File: config.mk
export PLATFORM = sky130hd
export DESIGN_NAME = md_dispatch
export DESIGN_NICKNAME = d
export VERILOG_FILES = /design/src/rtl/md_pkg.sv /design/src/rtl/md_fifo.sv /design/src/rtl/md_dispatch.sv
export SDC_FILE = /design/constraint.sdc
export NUM_CORES = 1
export LEC_CHECK = 0
export BUFFER_PORTS_ARGS = -buffer_cell sky130_fd_sc_hd__clkbuf_2
export CORE_MARGIN = 2
export CORE_UTILIZATION = 36
export CTS_BUF_LIST = sky130_fd_sc_hd__clkbuf_2
export CTS_CLUSTER_SIZE = 16
export DETAILED_ROUTE_END_ITERATION = 6
export PLACE_DENSITY = 0.54
export SLEW_MARGIN = 20
export SYNTH_ARGS = -nofsm -noshare
export SYNTH_HDL_FRONTEND = slang
export SYNTH_SLANG_ARGS = --single-unit
File: constraint.sdc
create_clock -name clk -period 9 [get_ports clk]
set_input_delay 0.45 -clock clk [delete_from_list [all_inputs] [get_ports clk]]
set_output_delay 0.45 -clock clk [all_outputs]
set_load 0.01 [all_outputs]
File: src/rtl/md_pkg.sv
// Shared definitions for the multiply/divide dispatch stage: op encoding,
// op width and the packed request record carried through the FIFO.
package md_pkg;

  localparam int MD_OP_W = 3;

  typedef enum logic [MD_OP_W-1:0] {
    MD_MULT  = 3'd0,
    MD_MULTU = 3'd1,
    MD_DIV   = 3'd2,
    MD_DIVU  = 3'd3,
    MD_MTHI  = 3'd4,
    MD_MTLO  = 3'd5,
    MD_MSUB  = 3'd6
  } md_op_e;

  typedef struct packed {
    logic [MD_OP_W-1:0] op;
    logic [31:0]        a;
    logic [31:0]        b;
  } md_req_t;

  localparam int MD_REQ_W = $bits(md_req_t);

endpackage

File: src/rtl/md_fifo.sv
// Circular request buffer for md_dispatch: storage, wrapping pointers,
// occupancy count and a synchronous flush that discards every entry.
module md_fifo
  import md_pkg::*;
#(
  parameter int DEPTH = 2
) (
  input  logic                      clk,
  input  logic                      reset,
  input  logic                      push,
  input  logic                      pop,
  input  logic                      flush,
  input  logic [MD_REQ_W-1:0]       din,
  output logic [MD_REQ_W-1:0]       head,
  output logic [$clog2(DEPTH):0]    count
);

  localparam int AW = $clog2(DEPTH);

  logic [MD_REQ_W-1:0] mem [DEPTH];
  logic [AW-1:0]       wr_ptr;
  logic [AW-1:0]       rd_ptr;

  // Payload storage needs no reset; validity is tracked by count alone.
  always_ff @(posedge clk) begin
    if (push && !flush) begin
      mem[wr_ptr] <= din;
    end
  end

  always_ff @(posedge clk or negedge reset) begin
    if (!reset) begin
      wr_ptr <= '0;
      rd_ptr <= '0;
      count  <= '0;
    end else if (flush) begin
      wr_ptr <= '0;
      rd_ptr <= '0;
      count  <= '0;
    end else begin
      if (push) wr_ptr <= wr_ptr + 1'b1;
      if (pop)  rd_ptr <= rd_ptr + 1'b1;
      case ({push, pop})
        2'b10:   count <= count + 1'b1;
        2'b01:   count <= count - 1'b1;
        default: count <= count;
      endcase
    end
  end

  assign head = mem[rd_ptr];

endmodule

File: src/rtl/md_dispatch.sv
// Dispatch stage in front of the HI/LO multiply/divide unit: buffers EX requests,
// issues one-cycle start pulses and stalls mfhi/mflo. Option: MD_DISPATCH_BYPASS_EN.
module md_dispatch
  import md_pkg::*;
#(
  parameter int DEPTH = 2
) (
  input  logic                   clk,
  input  logic                   reset,
  input  logic                   req_valid,
  output logic                   req_ready,
  input  logic [2:0]             req_op,
  input  logic [31:0]            req_a,
  input  logic [31:0]            req_b,
  input  logic                   flush,
  input  logic                   rd_hilo,
  output logic                   stall,
  output logic                   xalu_start,
  output logic [2:0]             xalu_op,
  output logic [31:0]            xalu_a,
  output logic [31:0]            xalu_b,
  input  logic                   xalu_busy,
  output logic [$clog2(DEPTH):0] pending
);

  localparam int CW = $clog2(DEPTH) + 1;
  localparam logic [CW-1:0] FULL_CNT = CW'(DEPTH);

  logic [CW-1:0] count;
  logic          accept;
  logic          unit_free;
  logic          issue;
  logic          bypass;
  logic          push;
  md_req_t       req;
  md_req_t       head;

  assign req       = '{op: req_op, a: req_a, b: req_b};
  assign req_ready = (count != FULL_CNT);
  assign accept    = req_valid && req_ready;
  // The unit's busy flag lags start by one edge, so a live pulse also blocks issue.
  assign unit_free = !xalu_busy && !xalu_start && !flush;
  assign issue     = (count != '0) && unit_free;

`ifdef MD_DISPATCH_BYPASS_EN
  assign bypass = accept && (count == '0) && unit_free;
`else
  assign bypass = 1'b0;
`endif

  assign push = accept && !bypass;

  md_fifo #(.DEPTH(DEPTH)) u_fifo (
    .clk   (clk),
    .reset (reset),
    .push  (push),
    .pop   (issue),
    .flush (flush),
    .din   (req),
    .head  (head),
    .count (count)
  );

  always_ff @(posedge clk or negedge reset) begin
    if (!reset) begin
      xalu_start <= 1'b0;
      xalu_op    <= '0;
      xalu_a     <= '0;
      xalu_b     <= '0;
    end else begin
      xalu_start <= issue || bypass;
      if (issue) begin
        xalu_op <= head.op;
        xalu_a  <= head.a;
        xalu_b  <= head.b;
      end else if (bypass) begin
        xalu_op <= req.op;
        xalu_a  <= req.a;
        xalu_b  <= req.b;
      end
    end
  end

  assign stall   = rd_hilo && ((count != '0) || xalu_start || xalu_busy);
  assign pending = count;

endmodule

* Word level (Yosys, flattened, before mapping)
Memory sizes are Yosys's and may differ from the RTL's. A register that Yosys moved wholly into a read port is not among the register bits. Index checks and enable logic that the tools add are counted.
Cells by class: add/sub/neg operators 4, equality and inequality tests 3, multiplexer cells 8, reductions and logical operators 16
Operator list (count):
- logical AND 1 bit | 6
- two-way mux 1 bit | 6
- nonzero test 2 bit | 3
- logical NOT 1 bit | 4
- case mux 2 bit (2 select lines) | 1
- nonzero test 3 bit | 1
- adder 1 bit (second input constant) | 2
- adder 2 x 1 -> 2 bit (second input constant) | 1
- == test 2 x 1 -> 1 bit (second input constant) | 1
- == test 2 bit (second input constant) | 1
- logical OR 1 bit | 2
- two-way mux 2 bit | 1
- != test 2 bit (second input constant) | 1
- subtractor 2 x 1 -> 2 bit (second input constant) | 1
Storage, ports and cells: register bits 5, RAM bits 134, bits of input ports 73, logic and storage cells 36, memories kept 1
Memory list:
- u_fifo.mem | depth 2, width 67, rd ports 1, clocked after memory_dff 1, write ports 1, RTL line md_fifo.sv:20 | logic [MD_REQ_W-1:0] mem [DEPTH];

* Longest topological paths before layout
word-level depth 7, mapped depth 5, depth with buffers taken out 4

* Modules after synthesis
A second synthesis with hierarchy kept.
Second synthesis, totals: cell total of the unflattened synthesis 376, area, all modules 7752.4 um2
Modules (own cells, without submodules):
- md_fifo | times used 1, cells an instance 228, area each 5124.9 um2
- md_dispatch | times used 1, cells an instance 148, area each 2627.5 um2

* Worst setup path after synthesis
No wires, ideal clock.
kind register to register, start register u_fifo.count[1], end memory u_fifo.mem[1][0] (netlist name), enable pin, library setup time 0.588 ns, data arrival time 5.717 ns, data required time 8.412 ns, path slack 2.695 ns, cell stages (with the launch flop) 5, buffers on the path 0, clock period less this slack 6.305 ns, path through dfrtp_1 > nor2b_1 > inv_1 > nand2_1 > nor3b_1
Between the ends: word-level cells in the longest chain between the ends 5
RTL lines:
- from (decl) | RTL line md_fifo.sv:15 | output logic [$clog2(DEPTH):0] count
- from (signal assigned) | RTL line md_fifo.sv:44 | 2'b10: count <= count + 1'b1;
- from (signal assigned) | RTL line md_fifo.sv:45 | 2'b01: count <= count - 1'b1;
- from (signal assigned) | RTL line md_fifo.sv:46 | default: count <= count;
- != test 2 bit | RTL line md_dispatch.sv:39 | assign req_ready = (count != FULL_CNT);
- via req_ready | RTL line md_dispatch.sv:11 | output logic req_ready,
- logical AND 1 bit | RTL line md_dispatch.sv:40 | assign accept = req_valid && req_ready;
- logical AND 1 bit | RTL line md_fifo.sv:26 | if (push && !flush) begin
- two-way mux 1 bit | RTL line md_fifo.sv:26
- two-way mux 1 bit (not written as such) | RTL line md_fifo.sv:27 | mem[wr_ptr] <= din;
- to (decl) | RTL line md_fifo.sv:20
The timed path passes the listed nets, and every way through them passes these cells.

* Worst setup path in the final report
start register u_fifo.count[0], end output stall
Between the ends: word-level cells in the longest chain between the ends 4
RTL lines:
- nonzero test 2 bit | RTL line md_dispatch.sv:84 | assign stall = rd_hilo && ((count != '0) || xalu_start || xalu_busy);
- logical OR 1 bit (2 in a row) | RTL line md_dispatch.sv:84
- logical AND 1 bit | RTL line md_dispatch.sv:84
- to (decl) | RTL line md_dispatch.sv:17 | output logic stall,
Every way passes these cells.

==> results.sh <==
export IMPL_cts_path_max_buffers=3
export IMPL_critPathRequiredTime_ns=8.55
export IMPL_maxCapViolCount=0
export IMPL_cp_arrival_ns=1.91
export IMPL_cts_resized=0
export IMPL_ant_nets=0
export IMPL_clk_pin_slew_ns=0.10
export IMPL_crit_type="flip-flop to output pin"
export IMPL_drv_slew=0
export IMPL_critPathSlowestCell="dfrtp_1"
export IMPL_r2r_cells=2
export IMPL_r2r_end="xalu_b[0]$_DFFE_PN0P_"
export IMPL_yosys_area_top_type_share=0.5303
export IMPL_grt_max_degree=70
export IMPL_r2r_start="u_fifo.rd_ptr$_DFFE_PN0P_"
export IMPL_synthCells=381
export IMPL_synth_top_area_cell="edfxtp_1"
export IMPL_final_nets=714
export IMPL_rrSetupSlack_ns=7.01
export IMPL_fmax_ghz=0.4231
export IMPL_syn_area_sq_um=7589
export IMPL_critPathBufInv=1
export IMPL_grt_pass1_vias=4852
export IMPL_timing_hold_ws_ns=0.2111
export IMPL_cts_htree_levels=2
export IMPL_tritoncts="yes"
export IMPL_critPathLaunchType="flip-flop"
export IMPL_dp_hpwl_um=8879
export IMPL_rsz0062_at_grt="no"
export IMPL_cts_root_buf="clkbuf_2"
export IMPL_cts_sinks=206
export IMPL_setup_viol=0
export IMPL_path_cells="nor2_1, a21boi_0, clkbuf_2"
export IMPL_place_congestion=0.6889
export IMPL_skew_ns=0.03393
export IMPL_post_cts_buffers=0
export IMPL_die_area_sq_um=22260
export IMPL_outcome="complete, no violations"
export IMPL_grt_ovfl_total=0
export IMPL_relSlewSlack=0.2993
export IMPL_drtIter0Drc=238
export IMPL_initial_utilization=0.3644
export IMPL_min_path_type="input pin to asynchronous set/reset pin"
export IMPL_hold_violations=0
export IMPL_areaGrowthSynthToFinish_pct=29.56
export IMPL_wl_um=15270
export IMPL_worst_slew_pin_slew_ns=1.051
export IMPL_die_h_um=149.2
export IMPL_cts_hold_buf=71
export IMPL_drive_gt1_frac=0.5249
export IMPL_track_usage=0.1417
export IMPL_die_width_um=149.2
export IMPL_synth_warnings=0
export IMPL_wire_per_inst_um=15.93
export IMPL_cts_buffers=52
export IMPL_coreArea_sq_um=20820
export IMPL_min_period_over_period=0.2626
export IMPL_clk_latency_ns=0.77
export IMPL_ys_ff_latch=206
export IMPL_vias_per_cell=4.558
export IMPL_critPathMaxFanout=7
export IMPL_drcViolationCount=0
export IMPL_grt_pass1_wl_um=24370
export IMPL_pin_count=145
export IMPL_portBuffers=144
export IMPL_p_per_area_nw_per_um2=225.9
export IMPL_p_leak_nw=3.966
export IMPL_period_needed_ns=2.364
export IMPL_cpPeakStageDelay_ns=0.47
export IMPL_antenna_found_initial=2
export IMPL_syn_num_nets=454
export IMPL_synth_area_top_cells="edfxtp_1 (53%), dfrtp_1 (24%), mux2_2 (17%)"
export IMPL_ir_drop_mv=0.09617
export IMPL_critPathCaptureType="output pin"
export IMPL_drt_first_pass_iters=6
export IMPL_fillers=1887
export IMPL_ys_seq_area_frac=0.7677
export IMPL_rows=53
export IMPL_crit_family="flip-flops"
export IMPL_synthDistinctLibCells=25
export IMPL_postSynthAreaPerCell_sq_um=19.92
export IMPL_vias=4371
export IMPL_finalSetupTns_ns=0
[cell usage after synthesis]
cell and number:
nand2_1 2, o211ai_1 1, or4_1 1, dfrtp_1 72, a21o_1 1, a31oi_1 1, nor4_4 1, a21oi_1 4
edfxtp_1 134, nor2_1 2, o21ai_0 1, clkbuf_1 6, nor3b_1 2, buf_6 3, or3_1 1, o31ai_1 1
inv_1 2, mux2_2 116, nor2b_1 1, mux2_1 18, buf_2 6, a21boi_0 1, nor3_1 1, nand3b_1 2
buf_4 1
[metal layers]
layer / GRT usage / wire length [um]
met1: 0.1692 / 6362
met2: 0.2415 / 7702
met3: 0.04159 / 854
met4: 0.05619 / 353
met5: 0 / 0
[worst reg2reg max path: stages, from the launching register on]
cell,delay (ns)
dfrtp_4,1.14
mux2_2,0.44
mux2_1,0.29
[sequential cells by signal, summed over array words and instances (netlist names)]
name           count
xalu_b            32
xalu_a            32
xalu_start         1
u_fifo.rd_ptr      1
u_fifo.mem       134
u_fifo.count       2
xalu_op            3
u_fifo.wr_ptr      1
[per-stage QoR]
stage | instances | utilization | instance area, sq um | total power (W) | setup WS [ns]
floorplan | 381 | - | 7589 | 0.001416 | 2.695
global placement | 791 | 0.4144 | 8628 | 0.001585 | 6.953
detailed placement | 791 | 0.4144 | 8628 | 0.001600 | 6.899
CTS | 957 | 0.4719 | 9827 | 0.002271 | 6.532
global route | 959 | 0.4722 | 9832 | 0.002357 | 6.347
finish | 959 | 0.4722 | 9832 | 0.002221 | 6.636
[cell type report]
type	instances	area (sq um)	share of cell area
tap	275	344.1	0.03500
clock buffer	81	405.4	0.04123
multi-input combinational	157	1672	0.1700
sequential	206	5829	0.5929
antenna	2	5.005	0.0005090
timing repair buffer	222	1486	0.1512
clock inverter	14	82.58	0.008399
inverter	2	7.507	0.0007636
[report_power, final]
group / switching, W / internal, W / total [W]
logic: 0.000174 / 0.000203 / 0.000377
registers: 0.0000743 / 0.00114 / 0.00122
clock network: 0.000361 / 0.000267 / 0.000628
total: 0.000609 / 0.00161 / 0.00222
[cell usage in the layout (no fill, tap or decap)]
cell	n
nor3_2	1
o31ai_1	1
a21oi_1	4
clkbuf_2	224
inv_1	2
nand3b_1	2
o211ai_1	1
a31oi_1	1
nor3b_1	1
nand2_1	2
dfrtp_1	71
o21ai_0	1
clkinv_2	3
mux2_2	116
nor2b_1	1
nor4_4	1
dlygate4sd3_1	71
buf_4	8
nor2_1	2
clkinv_1	8
or3_1	1
edfxtp_1	134
nor3b_2	1
a21boi_0	1
bufinv_16	1
dfrtp_4	1
diode_2	2
or4_1	1
a21o_1	1
inv_2	2
mux2_1	18
[kinds of logic after synthesis]
logic type	Yosys count	share of synthesized area
buffers and inverters	18	0.01336
AND/OR/NAND/NOR	13	0.01204
flip-flops	206	0.7677
multiplexers	134	0.1988
AO/OA/AOI/OAI	10	0.008081
[worst max path at each step]
stage / depth (start not counted) / end / from / slack [ns]
after floorplan: 4 / u_fifo.mem[1][0]$_DFFE_PP_ / u_fifo.count[1]$_DFFE_PN0P_ / 2.70
after global placement: 4 / xalu_a[2]$_DFFE_PN0P_ / flush / 6.95
after detailed placement: 4 / xalu_a[15]$_DFFE_PN0P_ / flush / 6.90
after CTS: 3 / stall / u_fifo.count[0]$_DFFE_PN0P_ / 6.53
after global routing: 3 / stall / u_fifo.count[0]$_DFFE_PN0P_ / 6.35
final: 3 / stall / u_fifo.count[0]$_DFFE_PN0P_ / 6.64
Note: power is estimated with default switching activity, not from simulation.
